$ cat config.mk
export PLATFORM = sky130hd
export DESIGN_NAME = cache_fill_ctrl
export DESIGN_NICKNAME = d
export VERILOG_FILES = /design/src/rtl/cache_fill_ctrl.sv
export SDC_FILE = /design/constraint.sdc
export NUM_CORES = 1
export LEC_CHECK = 0
export ABC_AREA = 1
export CORE_UTILIZATION = 35
export CTS_BUF_LIST = sky130_fd_sc_hd__clkbuf_4 sky130_fd_sc_hd__clkbuf_8 sky130_fd_sc_hd__clkbuf_16
export DETAILED_ROUTE_END_ITERATION = 12
export PLACE_DENSITY = 0.68
export SYNTH_ARGS = -nofsm -noshare
export SYNTH_HDL_FRONTEND = slang
export SYNTH_SLANG_ARGS = --single-unit
$ cat constraint.sdc
create_clock -name clk -period 1.5 [get_ports clk]
set_input_delay 0.45 -clock clk [delete_from_list [all_inputs] [get_ports clk]]
set_output_delay 0.45 -clock clk [all_outputs]
set_load 0.1 [all_outputs]
$ cat src/rtl/cache_fill_ctrl.sv
// cache_fill_ctrl: block fill and write-forward controller, cache <-> memory.
// Optional CACHE_FILL_STATS_EN adds a saturating fill_count output.
module cache_fill_ctrl #(
  parameter int MEM_LAT    = 4,
  parameter int WORDS      = 8,
  parameter int ADDR_WIDTH = 16
) (
  input  logic                  clk,
  input  logic                  rst,
  input  logic                  cache_miss,
  input  logic                  cache_wr,
  input  logic [ADDR_WIDTH-1:0] cache_addr,
  input  logic [15:0]           cache_wdata,
  output logic                  data_valid,
  output logic [ADDR_WIDTH-1:0] fill_addr,
  output logic [15:0]           fill_data,
  output logic                  mem_rd_en,
  output logic                  mem_wr_en,
  output logic [ADDR_WIDTH-1:0] mem_addr,
  output logic [15:0]           mem_wdata,
  input  logic [15:0]           mem_rdata
`ifdef CACHE_FILL_STATS_EN
  ,
  output logic [15:0]           fill_count
`endif
);

  localparam int IW    = (WORDS > 1) ? $clog2(WORDS) : 1;
  localparam int OFS   = $clog2(WORDS) + 1;
  localparam int DEPTH = MEM_LAT + 1;

  localparam logic [ADDR_WIDTH-1:0] OFS_MASK =
    ADDR_WIDTH'((1 << OFS) - 1);
  localparam logic [IW-1:0] LAST_IDX = IW'(WORDS - 1);

  typedef enum logic [1:0] {
    IDLE,
    FILL,
    DRAIN,
    COOL
  } state_t;

  state_t state;
  state_t state_nx;

  logic [ADDR_WIDTH-1:0] base_q;
  logic [IW-1:0]         rd_idx;
  logic [IW-1:0]         beat_cnt;
  logic                  wr_pend;
  logic [ADDR_WIDTH-1:0] wr_addr;
  logic [15:0]           wr_data;
  logic [15:0]           rdata_q;
  logic [DEPTH-1:0]      pipe_v;
  logic [ADDR_WIDTH-1:0] pipe_a [DEPTH];

  logic                  start_fill;
  logic                  wr_accept;
  logic                  last_rd;
  logic                  last_beat;
  logic [ADDR_WIDTH-1:0] blk_base;
  logic [ADDR_WIDTH-1:0] rd_addr;

  assign blk_base  = cache_addr & ~OFS_MASK;
  assign rd_addr   = base_q + ADDR_WIDTH'({rd_idx, 1'b0});
  assign last_rd   = (rd_idx == LAST_IDX);
  assign last_beat = data_valid && (beat_cnt == LAST_IDX);

  always_comb begin
    state_nx   = state;
    start_fill = 1'b0;
    wr_accept  = 1'b0;
    unique case (state)
      IDLE: begin
        if (cache_miss) begin
          state_nx   = FILL;
          start_fill = 1'b1;
        end else begin
          wr_accept = cache_wr;
        end
      end
      FILL: begin
        if (last_rd) state_nx = DRAIN;
      end
      DRAIN: begin
        if (last_beat) state_nx = COOL;
      end
      COOL: begin
        // miss still high here is the tail of the last fill
        if (!cache_miss) begin
          state_nx  = IDLE;
          wr_accept = cache_wr;
        end
      end
      default: state_nx = IDLE;
    endcase
  end

  always_ff @(posedge clk or negedge rst) begin
    if (!rst) state <= IDLE;
    else      state <= state_nx;
  end

  assign mem_rd_en = (state == FILL);
  assign mem_wr_en = wr_pend;
  assign mem_addr  = mem_rd_en ? rd_addr : wr_addr;
  assign mem_wdata = wr_data;

  always_ff @(posedge clk or negedge rst) begin
    if (!rst) begin
      base_q   <= '0;
      rd_idx   <= '0;
      beat_cnt <= '0;
    end else begin
      if (data_valid) beat_cnt <= beat_cnt + IW'(1);
      if (start_fill) begin
        base_q   <= blk_base;
        rd_idx   <= '0;
        beat_cnt <= '0;
      end else if (mem_rd_en) begin
        rd_idx <= rd_idx + IW'(1);
      end
    end
  end

  always_ff @(posedge clk or negedge rst) begin
    if (!rst) begin
      wr_pend <= 1'b0;
      wr_addr <= '0;
      wr_data <= '0;
    end else begin
      wr_pend <= wr_accept;
      if (wr_accept) begin
        wr_addr <= cache_addr;
        wr_data <= cache_wdata;
      end
    end
  end

  // read data lands MEM_LAT cycles after issue; stage MEM_LAT meets rdata_q
  always_ff @(posedge clk or negedge rst) begin
    if (!rst) begin
      rdata_q <= '0;
      pipe_v  <= '0;
      for (int i = 0; i < DEPTH; i++) pipe_a[i] <= '0;
    end else begin
      rdata_q   <= mem_rdata;
      pipe_v    <= {pipe_v[DEPTH-2:0], mem_rd_en};
      pipe_a[0] <= mem_addr;
      for (int i = 1; i < DEPTH; i++) pipe_a[i] <= pipe_a[i-1];
    end
  end

  assign data_valid = pipe_v[DEPTH-1];
  assign fill_addr  = data_valid ? pipe_a[DEPTH-1] : '0;
  assign fill_data  = data_valid ? rdata_q : '0;

`ifdef CACHE_FILL_STATS_EN
  always_ff @(posedge clk or negedge rst) begin
    if (!rst) begin
      fill_count <= '0;
    end else if (start_fill && fill_count != 16'hFFFF) begin
      fill_count <= fill_count + 16'd1;
    end
  end
`endif

endmodule

# Yosys cells after proc, flatten, opt, wreduce, memory -nomap -nowiden

Cells that the tools add are included.

Bits in registers: 154
Bits in latches: 0
Memory bits (writable): 0
Memory bits (read-only): 0
Output and inout port bits: 67
Memories: 0

Add/sub/neg operators: 3
$mul: 0
Div/mod/pow operators: 0
$lt $le $gt $ge: 0
Equal/unequal tests: 9
Shifts and indexed selects: 0
Muxes and demuxes: 16
Bitwise gates (word level): 0
Reduce and logical (&&, ||, !) cells: 6

Operators with widths:

| kind                                                  | number |
|---|---|
| 2-to-1 mux 16 bit                                     | 3 |
| adder 16 x 4 -> 16 bit                                | 1 |
| 2-to-1 mux 3 bit                                      | 4 |
| 2-to-1 mux 2 bit                                      | 4 |
| case mux 2 bit (4 select lines)                       | 1 |
| adder 3 x 1 -> 3 bit, second input constant           | 2 |
| equality test 3 bit, second input constant            | 2 |
| inequality test 2 bit, second input constant          | 3 |
| equality test 2 bit, second input constant            | 2 |
| 2-to-1 mux 1 bit                                      | 4 |
| AND reduction 4 bit                                   | 1 |
| nonzero test 2 bit                                    | 2 |
| equality test 2 x 1 -> 1 bit, second input constant   | 1 |
| zero test 2 bit                                       | 1 |
| inequality test 2 x 1 -> 1 bit, second input constant | 1 |
| OR reduction 2 bit                                    | 1 |
| logical AND 1 bit                                     | 1 |

# Logic depth before layout (Yosys ltp)

Depth in word-level cells: 4
Depth in mapped cells: 8

# Least setup slack after synthesis

No wires, ideal clock.

Kind: register to output
From: register state[1]
To: output port mem_addr[2]
Data arrival time: 3855 ps
Data required time: 1050 ps
Slack: -2805 ps
Cell stages (with the launch flop): 6
Path buffers: 1
Cells stage by stage: dfrtp_1 -> inv_1 -> ha_1 -> buf_2 -> inv_2 -> o21ai_0

Word-level cells in the longest chain between the ends: 2

Ends and longest elaborated chain:

| item                         | RTL line | text |
|---|---|---|
| from (decl)                  | 43       | `state_t state;` |
| from (signal assigned)       | 100      | `else state <= state_nx;` |
| equality test 2 x 1 -> 1 bit | 103      | `assign mem_rd_en = (state == FILL);` |
| named net mem_rd_en          | 17       | `output logic mem_rd_en,` |
| 2-to-1 mux 16 bit            | 105      | `assign mem_addr = mem_rd_en ? rd_addr : wr_addr;` |
| to (decl)                    | 19       | `output logic [ADDR_WIDTH-1:0] mem_addr,` |

The timed path passes the listed nets, and every way through them passes these cells.

# Worst setup path after layout

From: register state[1]
To: output port mem_addr[3]

Word-level cells in the longest chain between the ends: 2

Ends and longest elaborated chain:

| item                         | RTL line |
|---|---|
| equality test 2 x 1 -> 1 bit | 103 |
| 2-to-1 mux 16 bit            | 105 |

No other way between the ends.

==> summary.json <==
{
  "run_status": {"value": "complete, but fails checks"},
  "violations_in_the_final_reports": {"value": "setup timing"},
  "grt_util_met3": {"value": 7.326, "unit": "%"},
  "final_routed_drc_violation_total": {"value": 0},
  "viasPerCell": {"value": 4.420},
  "crit_top_cell": {"value": "sky130_fd_sc_hd__buf_12"},
  "num_vias": {"value": 3629},
  "family_with_the_most_delay_on_the_worst_path": {"value": "buffers and inverters"},
  "grt_first_pass_wirelength": {"value": 19230, "unit": "um"},
  "rsz0062_at_grt": {"value": "yes"},
  "syn_area": {"value": 0.005194, "unit": "mm^2"},
  "ff_latch_area": {"value": 0.003857, "unit": "mm^2"},
  "start_util": {"value": 35.87, "unit": "%"},
  "total_area_of_multi_input_combinational_cells": {"value": 0.001784, "unit": "mm^2"},
  "synth.avg_cell_area": {"value": 11.59, "unit": "um^2"},
  "fillerInstances": {"value": 1025},
  "io_pins": {"value": 119},
  "grt_util_met2": {"value": 31.04, "unit": "%"},
  "nets": {"value": 684},
  "layout_worst_path_cycle_share": {"value": 141.2, "unit": "%"},
  "ant_nets": {"value": 0},
  "die_h": {"value": 123.8, "unit": "um"},
  "insertedDiodeCount": {"value": 0},
  "layout_setup_ws": {"value": -0.6176, "unit": "ns"},
  "maxSlewHeadroom": {"value": 74.90, "unit": "%"},
  "number_of_hold_violations_in_the_final_report": {"value": 0},
  "worst_path_largest_cell_delay": {"value": 0.39, "unit": "ns"},
  "die_area": {"value": 0.01533, "unit": "mm^2"},
  "yosys_warnings": {"value": 0},
  "yosys.area.top_type_share": {"value": 74.20, "unit": "%"},
  "use_met1": {"value": 17.40, "unit": "%"},
  "slew_worst_pin": {"value": 0.3765, "unit": "ns"},
  "place_worst_setup_slack": {"value": -0.2271, "unit": "ns"},
  "required": {"value": 1.05, "unit": "ns"},
  "wire_per_inst": {"value": 15.29, "unit": "um"},
  "tritoncts_clock_tree": {"value": "done"},
  "max_cap_violations": {"value": 0},
  "setup_viol_count_final": {"value": 83},
  "crit_type": {"value": "reg2out"},
  "synthToLayoutAreaGrowth": {"value": 83.45, "unit": "%"},
  "most_area_hungry_cell_type_in_the_yosys_netlist": {"value": "sky130_fd_sc_hd__dfrtp_1"},
  "drt_pre_antenna_iters": {"value": 4},
  "skew": {"value": 0.005857, "unit": "ns"},
  "placement_rows": {"value": 44},
  "clock_insertion_delay_worst_skew": {"value": 0.42, "unit": "ns"},
  "cts.htree.levels": {"value": 4},
  "postSynthCellCount": {"value": 448},
  "drt_initial_violations": {"value": 99},
  "first_global_vias": {"value": 3830},
  "track_usage": {"value": 17.35, "unit": "%"},
  "synthTopCellsByArea": {"value": "sky130_fd_sc_hd__dfrtp_1 (74%), sky130_fd_sc_hd__nand2_1 (12%), sky130_fd_sc_hd__inv_1 (3.8%), sky130_fd_sc_hd__ha_1 (1.9%), sky130_fd_sc_hd__o21ai_2 (1.9%)"},
  "cp_max_fo": {"value": 9},
  "dieWidth": {"value": 123.8, "unit": "um"},
  "ys_seq_area_share": {"value": 74.20, "unit": "%"},
  "grt_start_max_net_pins": {"value": 40},
  "netlist-cell-type-count": {"value": 21},
  "setup.worst_path.end_class": {"value": "output pin"},
  "clkSlewWorstSetupHoldPaths": {"value": 0.06, "unit": "ns"},
  "place_congestion": {"value": 0.7044},
  "sinks_on_the_clock_net": {"value": 154},
  "worst-endpoint-arrival": {"value": 1.67, "unit": "ns"},
  "clock-root-buffer": {"value": "sky130_fd_sc_hd__clkbuf_16"},
  "final.min_clock_period": {"value": 2.118, "unit": "ns"},
  "min_path_type": {"value": "reg2reg"},
  "global_route.overflow_total": {"value": 0},
  "number_of_antenna_violations_at_the_first_check_in_global_routing": {"value": 0},
  "critical_path.cell_chain": {"value": "inv_2, ha_4, buf_12, inv_12, o21ai_4, buf_12"},
  "synth-seq-cells": {"value": 154},
  "crit_slowest_cell": {"value": "sky130_fd_sc_hd__dfrtp_1"},
  "mappedNetlistNets": {"value": 508},
  "hpwl": {"value": 7395, "unit": "um"},
  "coreArea": {"value": 0.01448, "unit": "mm^2"},
  "drive_above_1_share": {"value": 46.15, "unit": "%"},
  "grt_most_used_layer": {"value": "met2"},
  "numCtsBuffers": {"value": 17},
  "port_buffers": {"value": 118},
  "wl": {"value": 12560, "unit": "um"},
  "maxClockFrequency": {"value": 0.4722, "unit": "GHz"},
  "crit_path_launch_type": {"value": "flop"},
  "final_max_slew_viol_count": {"value": 0},
  "cp.buffers_inverters": {"value": 4},
  "clock_path_buffers": {"value": 2}
}
==> flip-flops by register name, summed over array words and instances, names as in the netlist <==
name / flops
state: 2
pipe_a: 80
beat_cnt: 3
rdata_q: 16
mem_wdata: 16
mem_wr_en: 1
rd_idx: 3
base_q: 12
pipe_v: 5
wr_addr: 16
==> metal layers <==
metal	share of wire [%]	vias to the layer above
met5	0	-
met4	2.2	0
met3	8.3	22
met2	55	132
met1	35	1777
li1	-	1698
==> layout by cell type (no fill, tap or decap), types with 10 or more instances in the layout <==
master	n
sky130_fd_sc_hd__o21ai_2	12
sky130_fd_sc_hd__buf_4	19
sky130_fd_sc_hd__clkinvlp_4	35
sky130_fd_sc_hd__o21ai_0	16
sky130_fd_sc_hd__nand2_1	87
sky130_fd_sc_hd__buf_12	79
sky130_fd_sc_hd__clkbuf_16	18
sky130_fd_sc_hd__inv_1	19
sky130_fd_sc_hd__nand2_8	17
sky130_fd_sc_hd__clkdlybuf4s50_1	50
sky130_fd_sc_hd__nand2_4	53
sky130_fd_sc_hd__dfrtp_1	153
sky130_fd_sc_hd__nand2_2	13
sky130_fd_sc_hd__buf_6	10
==> path summary, 6_finish.rpt <==
check	start	depth (start not counted)	to	slack, ns
worst max register to register	state[0]$_DFFE_PN0P_	10	mem_wdata[0]$_DFFE_PN0P_	-0.27
min in group asynchronous	rst	2	rdata_q[12]$_DFF_PN0_	0.50
max in group asynchronous	rst	3	wr_addr[15]$_DFFE_PN0P_	0.48
worst min register to register	pipe_a[79]$_DFF_PN0_	0	pipe_a[63]$_DFF_PN0_	0.34
worst max-delay path	state[1]$_DFFE_PN0P_	6	mem_addr[3]	-0.62
worst min-delay path	pipe_a[79]$_DFF_PN0_	0	pipe_a[63]$_DFF_PN0_	0.34
==> worst register-to-register path, stage by stage, from the launching register on <==
cell                        delay, ns
sky130_fd_sc_hd__dfrtp_1         0.41
sky130_fd_sc_hd__buf_4           0.15
sky130_fd_sc_hd__buf_6           0.11
sky130_fd_sc_hd__inv_4           0.05
sky130_fd_sc_hd__ha_4            0.21
sky130_fd_sc_hd__nor2_4          0.13
sky130_fd_sc_hd__nand2_8         0.10
sky130_fd_sc_hd__buf_6           0.14
sky130_fd_sc_hd__bufbuf_16       0.26
sky130_fd_sc_hd__nand2_1         0.05
sky130_fd_sc_hd__nand2_1         0.05
==> what timing repair did <==
| action | CTS | global route |
|---|---|---|
| hold buffers | 1 | 0 |
| buffers inserted | 15 | 8 |
| setup endpoints to repair | 83 | 95 |
| endpoints found under the hold margin | 32 | 0 |
| cloned | 11 | 3 |
| resized for setup | 41 | 44 |
| pin swaps | 3 | 4 |
==> final cells by class <==
type / instances / share of cell area [%]
Inverter: 55 / 3.861
Timing Repair inverter: 3 / 0.4596
Sequential cell: 154 / 40.49
Clock inverter: 12 / 1.720
Timing Repair Buffer: 170 / 27.50
Clock buffer: 20 / 4.833
Tap cell: 184 / 2.416
Multi-Input combinational cell: 223 / 18.73
==> cells in the mapped netlist (all sizes together) <==
| master | instances |
|---|---|
| ha | 8 |
| or2 | 1 |
| o21ai | 31 |
| clkbuf | 1 |
| inv | 55 |
| o21bai | 2 |
| dfrtp | 154 |
| nand3 | 2 |
| buf | 15 |
| nand2 | 170 |
| xnor2 | 1 |
| a21oi | 3 |
| nor2 | 5 |
==> kinds of logic after synthesis <==
| logic type | share of synthesized area, % |
|---|---|
| AOI/OAI and AO/OA | 4.360 |
| adders and majority gates | 1.927 |
| and+or+nand+nor | 13.15 |
| DFF | 74.20 |
| xor gates and xnor gates | 0.1687 |
| buffers and inverters | 6.191 |
==> metrics by stage <==
| step | util (%) | TNS, ns | std cells | area, um^2 | hold WS, ns |
|---|---|---|---|---|---|
| floorplan | - | -19.85 | 448 | 6005 | 0.1544 |
| global placement | 56.26 | -9.394 | 756 | 8145 | 0.3315 |
| CTS | 64.67 | -34.55 | 815 | 9364 | 0.3449 |
| detailed placement | 56.26 | -10.25 | 756 | 8145 | 0.3347 |
| finish | 65.81 | -30.96 | 821 | 9528 | 0.3428 |
| global route | 65.81 | -35.64 | 821 | 9528 | 0.3506 |
Power is not shown: default switching activity piles up to over one toggle a cycle in this logic, so the estimate is an artifact.
